--- src/rtl/ivector_pkg.sv ---
// Shared constants, FSM state type and header format for the ivector host-pipe serializers.
package ivector_pkg;

    localparam int DATA_WIDTH_DEF = 704;
    localparam int WORD_WIDTH_DEF = 32;
    localparam int WORDS          = DATA_WIDTH_DEF / WORD_WIDTH_DEF;
    localparam int LEN            = WORDS + 1;

    typedef enum logic [1:0] {
        IDLE = 2'd0,
        HDR  = 2'd1,
        DATA = 2'd2
    } state_e;

    // Header layout: method id in the upper half, total word count (header included) in the lower half.
    function automatic logic [31:0] build_header(input logic [15:0] method_id,
                                                 input logic [15:0] len);
        return {method_id, len};
    endfunction

endpackage

--- src/rtl/ivector_heard_serializer_if.sv ---
// Heard-method handshake plus indication-pipe enqueue port; master = producer/host side, slave = serializer.
interface ivector_heard_serializer_if #(
    parameter int DATA_WIDTH = 704,
    parameter int WORD_WIDTH = 32
);
    logic                  heard__ENA;
    logic [DATA_WIDTH-1:0] heard_heard_v;
    logic                  heard__RDY;
    logic                  pipe_enq__ENA;
    logic [WORD_WIDTH-1:0] pipe_enq_v;
    logic                  pipe_enq__RDY;

    modport master (
        output heard__ENA,
        output heard_heard_v,
        output pipe_enq__RDY,
        input  heard__RDY,
        input  pipe_enq__ENA,
        input  pipe_enq_v
    );

    modport slave (
        input  heard__ENA,
        input  heard_heard_v,
        input  pipe_enq__RDY,
        output heard__RDY,
        output pipe_enq__ENA,
        output pipe_enq_v
    );
endinterface

--- src/rtl/ivector_heard_serializer.sv ---
// Captures one heard vector and streams header + payload words (LSB word first) into the indication pipe.
// Header one cycle after accept; a new vector may be accepted on the last payload word (no bubble).
module ivector_heard_serializer
    import ivector_pkg::*;
#(
    parameter int          DATA_WIDTH = DATA_WIDTH_DEF,
    parameter int          WORD_WIDTH = WORD_WIDTH_DEF,
    parameter logic [15:0] METHOD_ID  = 16'h0000
) (
    input  logic                     CLK,
    input  logic                     nRST,
    ivector_heard_serializer_if.slave bus,
    output logic [31:0]              msg_count
);

    localparam int                    NWORDS   = DATA_WIDTH / WORD_WIDTH;
    localparam int                    IDX_W    = (NWORDS > 1) ? $clog2(NWORDS) : 1;
    localparam logic [IDX_W-1:0]      LAST_IDX = IDX_W'(NWORDS - 1);
    localparam logic [WORD_WIDTH-1:0] HDR_WORD =
        WORD_WIDTH'(build_header(METHOD_ID, 16'(NWORDS + 1)));

    state_e                state_q, state_d;
    logic [IDX_W-1:0]      idx_q, idx_d;
    logic [DATA_WIDTH-1:0] hold_q, hold_d;
    logic [31:0]           msg_count_q, msg_count_d;

    logic                  heard_rdy;
    logic                  enq_ena;
    logic [WORD_WIDTH-1:0] enq_word;
    logic                  accept;
    logic                  last_word;

    always_ff @(posedge CLK) begin
        if (nRST) begin
            state_q     <= IDLE;
            idx_q       <= '0;
            hold_q      <= '0;
            msg_count_q <= '0;
        end else begin
            state_q     <= state_d;
            idx_q       <= idx_d;
            hold_q      <= hold_d;
            msg_count_q <= msg_count_d;
        end
    end

    // A heard__ENA seen while not ready is a producer error and is dropped here.
    assign accept    = bus.heard__ENA && heard_rdy;
    assign last_word = (state_q == DATA) && (idx_q == LAST_IDX);

    always_comb begin
        state_d     = state_q;
        idx_d       = idx_q;
        hold_d      = hold_q;
        msg_count_d = msg_count_q;
        case (state_q)
            IDLE: begin
                if (accept) begin
                    hold_d  = bus.heard_heard_v;
                    state_d = HDR;
                end
            end
            HDR: begin
                if (enq_ena) begin
                    state_d = DATA;
                    idx_d   = '0;
                end
            end
            DATA: begin
                if (enq_ena) begin
                    if (last_word) begin
                        msg_count_d = msg_count_q + 32'd1;
                        if (accept) begin
                            hold_d  = bus.heard_heard_v;
                            state_d = HDR;
                        end else begin
                            state_d = IDLE;
                        end
                    end else begin
                        idx_d = idx_q + IDX_W'(1);
                    end
                end
            end
            default: state_d = IDLE;
        endcase
    end

    always_comb begin
        heard_rdy = (state_q == IDLE) || (last_word && bus.pipe_enq__RDY);
        enq_ena   = (state_q != IDLE) && bus.pipe_enq__RDY;
        enq_word  = '0;
        case (state_q)
            HDR:     enq_word = HDR_WORD;
            DATA:    enq_word = hold_q[int'(idx_q) * WORD_WIDTH +: WORD_WIDTH];
            default: enq_word = '0;
        endcase
    end

    assign bus.heard__RDY    = heard_rdy;
    assign bus.pipe_enq__ENA = enq_ena;
    assign bus.pipe_enq_v    = enq_word;
    assign msg_count         = msg_count_q;

endmodule

--- src/flat_wrapper.sv ---
// flat-port wrapper written by rule: the top's interface ports become plain ports
module ivector_heard_serializer_flat import ivector_pkg::*;
#(
    parameter int          DATA_WIDTH = DATA_WIDTH_DEF,
    parameter int          WORD_WIDTH = WORD_WIDTH_DEF,
    parameter logic [15:0] METHOD_ID  = 16'h0000
)
  (CLK, nRST, msg_count, bus_heard__ENA, bus_heard_heard_v, bus_pipe_enq__RDY, bus_heard__RDY, bus_pipe_enq__ENA, bus_pipe_enq_v);
  ivector_heard_serializer_if #(.DATA_WIDTH(DATA_WIDTH), .WORD_WIDTH(WORD_WIDTH)) bus_i ();
  input  logic CLK;
  input  logic nRST;
  output logic [31:0] msg_count;
  input wire logic [$bits(bus_i.heard__ENA)-1:0] bus_heard__ENA;
  input wire logic [$bits(bus_i.heard_heard_v)-1:0] bus_heard_heard_v;
  input wire logic [$bits(bus_i.pipe_enq__RDY)-1:0] bus_pipe_enq__RDY;
  output wire logic [$bits(bus_i.heard__RDY)-1:0] bus_heard__RDY;
  output wire logic [$bits(bus_i.pipe_enq__ENA)-1:0] bus_pipe_enq__ENA;
  output wire logic [$bits(bus_i.pipe_enq_v)-1:0] bus_pipe_enq_v;
  assign bus_i.heard__ENA = bus_heard__ENA;
  assign bus_i.heard_heard_v = bus_heard_heard_v;
  assign bus_i.pipe_enq__RDY = bus_pipe_enq__RDY;
  assign bus_heard__RDY = bus_i.heard__RDY;
  assign bus_pipe_enq__ENA = bus_i.pipe_enq__ENA;
  assign bus_pipe_enq_v = bus_i.pipe_enq_v;
  ivector_heard_serializer #(.DATA_WIDTH(DATA_WIDTH), .WORD_WIDTH(WORD_WIDTH), .METHOD_ID(METHOD_ID)) u_core (.CLK(CLK), .nRST(nRST), .bus(bus_i), .msg_count(msg_count));
endmodule
--- config.mk ---
export PLATFORM = sky130hd
export DESIGN_NAME = ivector_heard_serializer_flat
export DESIGN_NICKNAME = d
export VERILOG_FILES = /design/src/rtl/ivector_pkg.sv /design/src/rtl/ivector_heard_serializer_if.sv /design/src/rtl/ivector_heard_serializer.sv /design/src/flat_wrapper.sv
export SDC_FILE = /design/constraint.sdc
export NUM_CORES = 2
export LEC_CHECK = 0
export ABC_AREA = 0
export BUFFER_PORTS_ARGS = -buffer_cell sky130_fd_sc_hd__buf_2
export CORE_AREA = 2 2 304 306
export CTS_BUF_LIST = sky130_fd_sc_hd__clkbuf_8
export CTS_CLUSTER_DIAMETER = 120
export CTS_CLUSTER_SIZE = 24
export DETAILED_ROUTE_END_ITERATION = 8
export DIE_AREA = 0 0 306 308
export HOLD_SLACK_MARGIN = 0.08
export PLACE_DENSITY = 0.65
export SLEW_MARGIN = 20
export SYNTH_ARGS = -nofsm -noshare
export SYNTH_HDL_FRONTEND = slang
export SYNTH_SLANG_ARGS = --single-unit
--- constraint.sdc ---
create_clock -name CLK -period 8.4 [get_ports CLK]
set_input_delay 1.26 -clock CLK [delete_from_list [all_inputs] [get_ports CLK]]
set_output_delay 1.26 -clock CLK [all_outputs]
set_load 0.005 [all_outputs]
**Word level (Yosys, flattened, before mapping)**

Index checks and enable logic that the tools add are counted.

- $add $sub $neg: 2
- Equal/unequal tests: 8
- Shift operators: 1
- Muxes and demuxes: 15
- Reduce and logical (&&, ||, !) cells: 13

Operators by type and width:

| cell | count |
|---|---|
| two-way mux 704 bit | 3 |
| one-hot mux 704 bit (2 select lines) | 1 |
| indexed part select 704 x 11 -> 32 bit | 1 |
| one-hot mux 32 bit (2 select lines) | 1 |
| adder 32 x 1 -> 32 bit, second input constant | 1 |
| two-way mux 5 bit | 3 |
| one-hot mux 5 bit (2 select lines) | 1 |
| two-way mux 2 bit | 4 |
| AND reduction 4 bit | 2 |
| != test 2 bit, second input constant | 3 |
| one-hot mux 2 bit (3 select lines) | 1 |
| AND reduction 3 bit | 2 |
| nonzero test 2 bit | 3 |
| adder 5 x 1 -> 5 bit, second input constant | 1 |
| == test 5 bit, second input constant | 1 |
| logical AND 1 bit | 4 |
| != test 2 x 1 -> 1 bit, second input constant | 2 |
| == test 2 x 1 -> 1 bit, second input constant | 1 |
| == test 2 bit, second input constant | 1 |
| logical NOT 2 bit | 1 |
| logical OR 1 bit | 1 |
| two-way mux 1 bit | 1 |

- Register bits: 743
- Bits of input ports: 708
- Output and inout port bits: 66
- Word-level logic and storage cells: 43

**Longest topological paths before layout**

- Depth in word-level cells: 9
- Gate-level depth with buffers: 12
- Gate-level depth less buffers: 6

**Worst setup path before layout**

Ideal clock, no wire load.

- Path type: reg2out
- Start point: register u_core.state_q[0]
- End point: output port bus_pipe_enq_v[1]
- Arrival: 1.999 ns
- Data required time: 7.140 ns
- Path slack: 5.141 ns
- Stages on the path, launching flop included: 9
- Path through: dfxtp_1 -> inv_1 -> ha_1 -> clkbuf_1 -> and4b_1 -> buf_1 -> clkbuf_1 -> a22oi_1 -> o211ai_1

- Word-level cells in the longest chain between the ends: 2
- Elaborated cells between the ends (all ways): 3
- Those cells by class: 2 x eq/ne; 1 x mux

RTL lines:

| element | RTL line | text |
|---|---|---|
| start: declaration | ivector_heard_serializer.sv:22 | `state_e state_q, state_d;` |
| start signal: assignment | ivector_heard_serializer.sv:40 | `state_q <= state_d;` |
| == test 2 bit or == test 2 x 1 -> 1 bit (tied branches) | ivector_heard_serializer.sv:92 | `case (state_q)` |
| one-hot mux 32 bit (2 select lines) (*) | ivector_heard_serializer.sv:92 |  |
| end: declaration | flat_wrapper.sv:18 | `output wire logic [$bits(bus_i.pipe_enq_v)-1:0] bus_pipe_enq_v;` |

Mark *: on every way between the ends. The rest lies on a longest branch, timed or not.

**Worst setup path after layout**

- Start point: register u_core.idx_q[0]
- End point: output port bus_pipe_enq_v[9]

- Word-level cells in the longest chain between the ends: 2

RTL lines:

| element | RTL line | text |
|---|---|---|
| start: declaration | ivector_heard_serializer.sv:23 | `logic [IDX_W-1:0] idx_q, idx_d;` |
| start signal: assignment | ivector_heard_serializer.sv:41 | `idx_q <= idx_d;` |
| indexed part select 704 x 11 -> 32 bit | ivector_heard_serializer.sv:94 | `DATA: enq_word = hold_q[int'(idx_q) * WORD_WIDTH +: WORD_WIDTH];` |
| one-hot mux 32 bit (2 select lines) | ivector_heard_serializer.sv:92 |  |

No other way between the ends.

==> flow_metrics.env <==
export IMPL_worstPathArrival_ns=4.20
export IMPL_drc=0
export IMPL_sw_frac_of_total=0.413
export IMPL_grt_pass1_vias=31300
export IMPL_synth_async_reset_ratio=0
export IMPL_postCtsSetupBuffers=0
export IMPL_coreArea_sq_um=91000
export IMPL_numCtsBuffers=38
export IMPL_syn_inst=3983
export IMPL_postCtsResizedCells=0
export IMPL_netlist_area_sq_um=34000
export IMPL_r2r_end="u_core.hold_q[525]$_SDFFE_PP0P_"
export IMPL_final_common_cell="buf_2"
export IMPL_antenna_found_initial=87
export IMPL_critical_path_class="flop to output port"
export IMPL_cts_hold_buffers_added=0
export IMPL_clkSlewWorstSetupHoldPaths_ns=0.16
export IMPL_die_h_um=308
export IMPL_power_frac_comb=0.358
export IMPL_crit_fanout=39
export IMPL_synth_nets=4699
export IMPL_start_util=0.374
export IMPL_final_cell_mix="buf_2 (771), nand3_1 (750), dfxtp_1 (740), a21oi_1 (734), o21ai_0 (734)"
export IMPL_tightest_slew_ns=1.36
export IMPL_grt_pass1_wl_um=207000
export IMPL_syn2layout_area_growth_pct=14.0
export IMPL_nNetsFinal=5067
export IMPL_synth_edf_count=0
export IMPL_synthTopCellsByArea="dfxtp_1 (44%), nand3_1 (11%), a21oi_1 (11%)"
export IMPL_status="finished, final reports clean"
export IMPL_p_int_w=0.00578
export IMPL_insertion_delay_ns=0.69
export IMPL_clockBufferDepth=3
export IMPL_die_x_um=306
export IMPL_critPathLaunch="u_core.idx_q[0]$_SDFFE_PP0P_"
export IMPL_setup_viol=0
export IMPL_cp_end_kind="output port"
export IMPL_cpPeakStageDelay_ns=0.81
export IMPL_seqPwrFrac=0.469
export IMPL_powerDensity_nw_per_um2=254
export IMPL_rrSetupSlack_ns=4.12
export IMPL_rsz0062_at_grt="false"
export IMPL_ant_nets=0
export IMPL_overflow=0
export IMPL_io_pins=774
export IMPL_fmax_mhz=183
export IMPL_irDropWorstVdd_mv=0.386
export IMPL_synthFlopType="dfxtp_1"
export IMPL_slew_limit_headroom=0.0915
export IMPL_finalSetupTns_ns=0
export IMPL_finalCritPeriodShare=0.650
export IMPL_hold_path_class="flop to flop"
export IMPL_hold_violations=0
export IMPL_clock_skew_ns=0.0308
export IMPL_syn_mean_instance_area_sq_um=8.53
export IMPL_clockPowerShare=0.173
export IMPL_root_buffer="clkbuf_8"
export IMPL_ys_seq_elements=743
export IMPL_rr_startpoint="u_core.idx_q[1]$_SDFFE_PP0P_"
export IMPL_grt_usage=0.290
export IMPL_cts_tree="yes"
export IMPL_num_rows=111
export IMPL_slew_viol_final=0
export IMPL_wirelength_um=145000
export IMPL_fill_cells=9258
export IMPL_place_port_buffers=773
export IMPL_drive_above_1_share=0.237
export IMPL_r2r_cells=9
export IMPL_slowest_stage="dfxtp_4"
export IMPL_drv_cap=0
export IMPL_vias=33800
export IMPL_total_power_w=0.00984
export IMPL_crit_chain="buf_4, mux4_2, o21ai_0, nand3_1, buf_2"
export IMPL_p_leak_nw=13.8
export IMPL_h_tree_depth=2
export IMPL_ys_warn_count=0
export IMPL_synth_largest_area_cell="dfxtp_1"
export IMPL_dr_pass1_iters=5
export IMPL_netlist_area_leader_share=0.438
export IMPL_avgViaCountPerCell=6.04
export IMPL_die_area_sq_um=94200
export IMPL_ys_types=51
export IMPL_fin_crit_ns=5.46
export IMPL_worstPathRequired_ns=7.14
export IMPL_p_sw_w=0.00407
export IMPL_post_dp_hpwl_um=100000
export IMPL_drtIter0Drc=4451
export IMPL_grt_max_degree=276
export IMPL_wl_per_cell_um=25.9
export IMPL_yosysSeqAreaShare=0.438
export IMPL_cts_sinks=743
export IMPL_endpoint="bus_pipe_enq_v[9]"
export IMPL_gp_congestion=0.907
export IMPL_startpoint_type="flop"
[area by class of cell]
cell class                 count  area (sq um)  share of cell area
multi-input combinational   2750         17200               0.445
clock inverter                 7          92.6             0.00239
clock buffer                  42           578              0.0149
inverter                      11          48.8             0.00126
tap                         1186          1480              0.0383
timing repair buffer         807          4300               0.111
sequential                   743         14900               0.384
antenna                       54           135             0.00349
[cell families after synthesis]
| group | synth area share |
|---|---|
| compound gates | 0.241 |
| mux | 0.125 |
| fa+ha+maj | 0.00295 |
| simple gates | 0.136 |
| buf+inv | 0.0560 |
| flops | 0.438 |
| xor+xnor | 0.00180 |
[cells in the mapped netlist, drive strengths merged (2+ instances only)]
library cell and n:
a221oi 28, nand2 71, mux2i 88, and4b 2, or3 7, and2 3
ha 8, o21ai 739, or4 16, dfxtp 743, a22oi 5, o211ai 5
buf 69, a32o 4, mux4 132, nand4 10, nor2b 8, o31ai 16
and3 2, a21oi 734, nor4 9, mux2 34, clkbuf 410, inv 11
and4 6, o2bb2ai 31, nand2b 2, nor2 18, xnor2 6, nand3 750
[sequential cells by signal (all words and copies together), names as in the netlist]
name,count
u_core.hold_q,704
u_core.idx_q,5
u_core.msg_count,32
u_core.state_q,2
[metrics by stage]
step	worst slack [ns]	std cells	hold slack, ns	util	cell area, sq um
after floorplan	5.14	3983	0.451	-	34000
after global placement	3.45	5497	0.457	0.417	37900
after detailed placement	3.49	5497	0.463	0.417	37900
after CTS	2.68	5546	0.482	0.424	38600
after global routing	2.69	5584	0.503	0.426	38700
final	2.94	5600	0.481	0.426	38800
[critical path, delay by kind of cell, from the launching register on]
kind            cells  cell delay (ns)
simple gates        1             0.44
compound gates      1             0.63
buf+inv             2             0.95
mux                 1             0.63
flops               1             0.81
[how the worst min path moves through the flow]
stage,depth (start not counted),from,to,slack (ns)
CTS,2,u_core.hold_q[67]$_SDFFE_PP0P_,u_core.hold_q[67]$_SDFFE_PP0P_,0.48
global route,2,u_core.hold_q[644]$_SDFFE_PP0P_,u_core.hold_q[644]$_SDFFE_PP0P_,0.50
floorplan,2,u_core.hold_q[128]$_SDFFE_PP0P_,u_core.hold_q[128]$_SDFFE_PP0P_,0.45
detailed placement,2,u_core.hold_q[350]$_SDFFE_PP0P_,u_core.hold_q[350]$_SDFFE_PP0P_,0.46
finish,2,u_core.hold_q[643]$_SDFFE_PP0P_,u_core.hold_q[643]$_SDFFE_PP0P_,0.48
global placement,2,u_core.hold_q[123]$_SDFFE_PP0P_,u_core.hold_q[123]$_SDFFE_PP0P_,0.46
[routing by layer]
| layer | up-vias | share of wire | track usage | wire [um] |
|---|---|---|---|---|
| met5 | - | 0.0012 | 0 | 170 |
| met4 | 28 | 0.042 | 0.123 | 6040 |
| met3 | 248 | 0.084 | 0.0627 | 12200 |
| met2 | 1426 | 0.47 | 0.466 | 67500 |
| met1 | 16700 | 0.41 | 0.378 | 58900 |
| li1 | 15400 | - | - | - |
[power groups by stage]
stage          logic [W]  clock network (W)  registers [W]
2_1_floorplan    0.00250                  0        0.00449
3_3_place_gp     0.00345                  0        0.00466
3_5_place_dp     0.00349                  0        0.00467
4_1_cts          0.00349            0.00174        0.00460
5_1_grt          0.00385            0.00184        0.00467
6_report         0.00353            0.00170        0.00462
Power figures use the tool's default switching activity.
